File: src/rtl/tick_gen_pkg.sv
// Shared constants for the tick generator bank: reference clock rate and
// default half-period values, plus a helper for the channel-select width.
package tick_gen_pkg;

    localparam int TG_CLK_HZ     = 100_000_000;
    localparam int TG_HALF_2HZ   = 25_000_000;
    localparam int TG_HALF_1HZ   = 50_000_000;
    localparam int TG_HALF_FAST  = 125_000;
    localparam int TG_HALF_BLINK = 1_250_000;

    // A single-channel bank still needs a 1-bit select so the load port exists.
    function automatic int tg_ch_w(input int n);
        return (n > 1) ? $clog2(n) : 1;
    endfunction

endpackage

File: src/rtl/tick_gen_bank_if.sv
// Half-period load bus: request (valid/channel/value), ready back-pressure
// and the one-cycle reject pulse.
interface tick_gen_bank_if #(
    parameter int N_CH  = 4,
    parameter int CNT_W = 32
) ();
    import tick_gen_pkg::*;

    localparam int CH_W = tg_ch_w(N_CH);

    logic             ld_valid;
    logic [CH_W-1:0]  ld_ch;
    logic [CNT_W-1:0] ld_half;
    logic             ld_ready;
    logic             ld_err;

    modport master (
        output ld_valid, ld_ch, ld_half,
        input  ld_ready, ld_err
    );

    modport slave (
        input  ld_valid, ld_ch, ld_half,
        output ld_ready, ld_err
    );

endinterface

File: src/rtl/tick_channel.sv
// One divider channel: half-period counter, active half-period, one-deep
// pending load slot, registered square wave and tick pulse.
module tick_channel #(
    parameter int CNT_W = 32
) (
    input  logic             clk,
    input  logic             reset,
    input  logic             en,
    input  logic             sync,
    input  logic             ld_set,
    input  logic [CNT_W-1:0] ld_half,
    input  logic [CNT_W-1:0] def_half,
    output logic             tick,
    output logic             sq,
    output logic             pend_v
);

    logic [CNT_W-1:0] cnt;
    logic [CNT_W-1:0] h;
    logic [CNT_W-1:0] pend_h;
    logic             term;

    assign term = (cnt == h - CNT_W'(1));

    // A pending value is only swapped in at a period boundary (terminal count,
    // sync) or while frozen, so a running output never sees a shortened half.
    always_ff @(posedge clk) begin
        if (reset) begin
            cnt    <= '0;
            h      <= def_half;
            pend_v <= 1'b0;
            pend_h <= '0;
            sq     <= 1'b0;
            tick   <= 1'b0;
        end else begin
            tick <= 1'b0;
            if (sync) begin
                cnt <= '0;
                sq  <= 1'b0;
                if (pend_v) begin
                    h      <= pend_h;
                    pend_v <= 1'b0;
                end
            end else if (!en) begin
                if (pend_v) begin
                    h      <= pend_h;
                    cnt    <= '0;
                    pend_v <= 1'b0;
                end
            end else if (term) begin
                cnt  <= '0;
                sq   <= ~sq;
                tick <= 1'b1;
                if (pend_v) begin
                    h      <= pend_h;
                    pend_v <= 1'b0;
                end
            end else begin
                cnt <= cnt + CNT_W'(1);
            end

            // Comes last so a load taken alongside sync or terminal count waits
            // for the next boundary instead of being consumed now.
            if (ld_set) begin
                pend_v <= 1'b1;
                pend_h <= ld_half;
            end
        end
    end

endmodule

File: src/rtl/tick_gen_bank.sv
// Bank of N_CH independent tick/square-wave dividers sharing one load bus
// with range checking and a registered reject pulse.
module tick_gen_bank
    import tick_gen_pkg::*;
#(
    parameter int N_CH  = 4,
    parameter int CNT_W = 32,
    parameter logic [N_CH*CNT_W-1:0] DEF_HALF = (N_CH*CNT_W)'({
        CNT_W'(TG_HALF_BLINK), CNT_W'(TG_HALF_FAST),
        CNT_W'(TG_HALF_1HZ),   CNT_W'(TG_HALF_2HZ)})
) (
    input  logic              clk,
    input  logic              reset,
    input  logic [N_CH-1:0]   en,
    input  logic              sync,
    tick_gen_bank_if.slave    ld,
    output logic [N_CH-1:0]   tick,
    output logic [N_CH-1:0]   sq
);

    localparam int CH_W = tg_ch_w(N_CH);

    logic [N_CH-1:0] pend_v;
    logic [N_CH-1:0] ld_set;
    logic            pend_sel;
    logic            ch_ok;
    logic            accept;
    logic            reject;

    always_comb begin
        pend_sel = 1'b0;
        for (int i = 0; i < N_CH; i++) begin
            if (ld.ld_ch == CH_W'(i)) pend_sel = pend_v[i];
        end
    end

    assign ch_ok       = int'(ld.ld_ch) < N_CH;
    assign ld.ld_ready = ~pend_sel & ~reset;
    assign accept      = ld.ld_valid & ld.ld_ready;
    assign reject      = (ld.ld_half == '0) | ~ch_ok;

    // Rejected loads leave every channel untouched; only the error pulse fires.
    always_ff @(posedge clk) begin
        if (reset) begin
            ld.ld_err <= 1'b0;
        end else begin
            ld.ld_err <= accept & reject;
        end
    end

    for (genvar i = 0; i < N_CH; i++) begin : g_ch
        assign ld_set[i] = accept & ~reject & (ld.ld_ch == CH_W'(i));

        tick_channel #(.CNT_W(CNT_W)) u_ch (
            .clk      (clk),
            .reset    (reset),
            .en       (en[i]),
            .sync     (sync),
            .ld_set   (ld_set[i]),
            .ld_half  (ld.ld_half),
            .def_half (DEF_HALF[i*CNT_W +: CNT_W]),
            .tick     (tick[i]),
            .sq       (sq[i]),
            .pend_v   (pend_v[i])
        );
    end

endmodule

File: src/flat_wrapper.sv
// flat-port wrapper written by rule: the top's interface ports become plain ports
module tick_gen_bank_flat import tick_gen_pkg::*;
#(
    parameter int N_CH  = 4,
    parameter int CNT_W = 32,
    parameter logic [N_CH*CNT_W-1:0] DEF_HALF = (N_CH*CNT_W)'({
        CNT_W'(TG_HALF_BLINK), CNT_W'(TG_HALF_FAST),
        CNT_W'(TG_HALF_1HZ),   CNT_W'(TG_HALF_2HZ)})
)
  (clk, reset, en, sync, tick, sq, ld_ld_valid, ld_ld_ch, ld_ld_half, ld_ld_ready, ld_ld_err);
  tick_gen_bank_if #(.N_CH(N_CH), .CNT_W(CNT_W)) ld_i ();
  input  logic clk;
  input  logic reset;
  input  logic [N_CH-1:0] en;
  input  logic sync;
  output logic [N_CH-1:0] tick;
  output logic [N_CH-1:0] sq;
  input wire logic [$bits(ld_i.ld_valid)-1:0] ld_ld_valid;
  input wire logic [$bits(ld_i.ld_ch)-1:0] ld_ld_ch;
  input wire logic [$bits(ld_i.ld_half)-1:0] ld_ld_half;
  output wire logic [$bits(ld_i.ld_ready)-1:0] ld_ld_ready;
  output wire logic [$bits(ld_i.ld_err)-1:0] ld_ld_err;
  assign ld_i.ld_valid = ld_ld_valid;
  assign ld_i.ld_ch = ld_ld_ch;
  assign ld_i.ld_half = ld_ld_half;
  assign ld_ld_ready = ld_i.ld_ready;
  assign ld_ld_err = ld_i.ld_err;
  tick_gen_bank #(.N_CH(N_CH), .CNT_W(CNT_W), .DEF_HALF(DEF_HALF)) u_core (.clk(clk), .reset(reset), .en(en), .sync(sync), .ld(ld_i), .tick(tick), .sq(sq));
endmodule
File: config.mk
export PLATFORM = sky130hd
export DESIGN_NAME = tick_gen_bank_flat
export DESIGN_NICKNAME = d
export VERILOG_FILES = /design/src/rtl/tick_gen_pkg.sv /design/src/rtl/tick_gen_bank_if.sv /design/src/rtl/tick_channel.sv /design/src/rtl/tick_gen_bank.sv /design/src/flat_wrapper.sv
export SDC_FILE = /design/constraint.sdc
export NUM_CORES = 1
export LEC_CHECK = 0
export ABC_AREA = 1
export CAP_MARGIN = 20
export CORE_MARGIN = 4
export CORE_UTILIZATION = 30
export CTS_CLUSTER_SIZE = 8
export DETAILED_ROUTE_END_ITERATION = 10
export GPL_ROUTABILITY_DRIVEN = 0
export PLACE_DENSITY = 0.47
export RECOVER_POWER = 25
export SLEW_MARGIN = 20
export SYNTH_ARGS = -nofsm -noshare
export SYNTH_HDL_FRONTEND = slang
export SYNTH_SLANG_ARGS = --single-unit
File: constraint.sdc
create_clock -name clk -period 5.7 [get_ports clk]
set_input_delay 1.425 -clock clk [delete_from_list [all_inputs] [get_ports clk]]
set_output_delay 1.425 -clock clk [all_outputs]
set_load 0.1 [all_outputs]
==> impl_metrics.ini <==
[power_and_ir_drop]
switchingPower_mw = 1.66
vdd_drop_max_uv = 186
power_density_nw_per_um2 = 236
intPower_mw = 4.78
fin_total_pwr_mw = 6.44
clkPwrFrac_pct = 47.4
pwr-share-seq_pct = 44.7
leakage_nw = 10.5
power_frac_comb_pct = 8.0
swShare_pct = 25.8

[cells_and_area]
mostFrequentLayoutCell = nand2_1
fin_nets = 3883
area_growth_pct = 11.1
mostFrequentLayoutCells = 877 x nand2_1, 590 x nor2_1, 393 x dfxtp_1
fin_util_pct = 33.8
design_area_sq_um = 27300
nFillCells = 9036
finalNonFillerCells = 4903
layout-drive-gt1-share_pct = 5.05

[sta]
finalMaxSlewViolations = 108
finalCriticalPeriod_ns = 4.65
period_share_pct = 81.6
relSlewSlack_pct = -25.6
setup_tns_ns = 0
rsz0062_at_grt = false
finalWorstSetupSlack_ns = 1.05
max_freq_mhz = 215
finalClockSkew_ns = 0.0188
setup_viol = 0
timing.hold.ws_ns = 0.449
tightest_slew_ns = 1.88
hold_viol_final = 0

[detailed_routing]
firstDrtPassIters = 6
via_per_inst = 4.87
drt-total-wl_mm = 81.2
first_iter_violations = 1779
ant_nets = 0
wl_per_cell_um = 16.6
drc = 0
num_vias = 23900

[clocking]
clk_pin_slew_ns = 0.05
clockBufferDepth = 3
cts_tree = done
cts_root_buf = clkbuf_16
cts_max_level = 2
cts_buffers = 56
clk_latency_ns = 0.62
hold_buffers = 0
cts_resized = 0
post-cts-setup-buffers = 0
cts_sinks = 397

[logic_synthesis]
syn-num-nets = 3932
synth_seq_cells = 397
synth_cells = 3882
yosys.cell_types.count = 49
yosys_warnings = 0
postSynthAreaPerCell_sq_um = 6.34
ys_seq_area_share_pct = 32.3
synth_area_sq_um = 24600

[worst_hold_path]
hold_path_class = flop to flop

[global_route]
antenna_found_initial = 6
grt_pass1_vias = 22200
grt_max_degree = 104
overflow = 0
use_met1_pct = 26.2
grt_busiest_layer = met2
grt_pass1_wl_mm = 128
gr-usage-met3_pct = 2.47
grt_usage_pct = 18.4
use_met2_pct = 29.5

[job]
drv_cap = 2

[run_status]
violations = capacitance limit, slew limit
run_status = finished, violations left

[worst_setup_path]
crit_path_start_kind = input port
critPathKind = input port to flop
worstPathRequired_ns = 6.20
end_kind = flop
cp_data_arrival_time_ns = 5.15
cp_max_fo = 67

[floorplanning]
initial_core_util_pct = 30.4
io_pins = 52
dieArea_sq_um = 86700
fp.dieW_um = 294
die_h_um = 294
core-area_sq_um = 80900
row_count = 104

[placed_design]
placed_cell_area_sq_um = 25900
dp_hpwl_mm = 59.8
place_inst = 4835
numPortBuffers = 51
dp_slack_ns = 1.34
==> area by class of cell <==
| type | count | area, sq um | share of cell area, % |
|---|---|---|---|
| Timing Repair Buffer | 87 | 793 | 2.90 |
| Inverter | 383 | 1440 | 5.28 |
| Tap cell | 1060 | 1330 | 4.85 |
| Clock inverter | 2 | 17.5 | 0.0641 |
| Clock buffer | 65 | 1490 | 5.44 |
| Multi-Input combinational cell | 2908 | 14300 | 52.4 |
| Sequential cell | 397 | 7950 | 29.1 |
| Antenna cell | 1 | 2.50 | 0.00916 |
==> state kept, by name (all words and copies together) (netlist names) <==
signal                   flops
u_core.g_ch.u_ch.cnt       128
u_core.g_ch.u_ch.h         128
u_core.g_ch.u_ch.pend_h    128
u_core.g_ch.u_ch.pend_v      4
u_core.g_ch.u_ch.sq          4
u_core.g_ch.u_ch.tick        4
u_core.ld.ld_err             1
==> synthesized netlist by cell type (all sizes together) <==
cell	count	area [sq um]
nand3b	78	586
inv	380	1430
xnor2	60	526
o21a	1	7.51
a21oi	328	1680
and2	5	31.3
clkbuf	122	459
o21bai	10	75.1
nor3b	3	22.5
a31oi	1	6.26
a31o	1	8.76
ha	8	100
clkinv	3	11.3
o22ai	1	6.26
nand2	896	3440
nand4	111	694
or2	15	93.8
nor3	64	325
o211ai	2	15.0
nor2	617	2450
a22oi	2	15.0
nand3	337	1740
a21o	1	7.51
a221oi	1	8.76
o21ai	178	895
xor2	157	1380
dfxtp	397	7950
buf	72	438
and3	2	12.5
nor4	28	181
nor4b	1	8.76
==> kinds of logic after synthesis <==
kind of cell	count (synthesis)	share of synthesized area, %
buffers and inverters	577	9.49
AOI/OAI and AO/OA	526	11.1
and+or+nand+nor	2157	39.0
xor gates and xnor gates	217	7.73
adders and majority gates	8	0.407
DFF	397	32.3
==> worst paths after layout <==
path,slack [ns],depth (start not counted),to,from
worst min register to register,0.45,2,u_core.g_ch[3].u_ch.pend_h[13],u_core.g_ch[3].u_ch.pend_h[13]
worst max-delay path,1.05,5,u_core.g_ch[1].u_ch.cnt[7],sync
worst min-delay path,0.45,2,u_core.g_ch[3].u_ch.pend_h[13],u_core.g_ch[3].u_ch.pend_h[13]
worst max register to register,1.12,16,u_core.g_ch[3].u_ch.h[0],u_core.g_ch[3].u_ch.h[7]
==> power groups by stage <==
stage                     clock, mW  sequential [mW]  combinational (mW)
after CTS                      3.16             2.88               0.520
after global routing           3.27             2.88               0.578
after detailed placement          0             2.93               0.519
after floorplan                   0             2.92               0.349
after global placement            0             2.93               0.519
final                          3.05             2.88               0.514
==> worst max-delay path, cell delays in order <==
cell,delay [ns]
dlygate4sd3_1,0.80
nor2_1,0.26
clkinvlp_2,0.95
clkbuf_2,1.11
a21oi_1,0.45
==> per-layer routing <==
metal  vias up  part of all wire (%)
met1     10800                    49
met4         2                   2.2
met5         -                0.0086
met2       475                    44
li1      12400                     -
met3       120                   4.6
No activity file was read; power rests on OpenSTA's default activity.
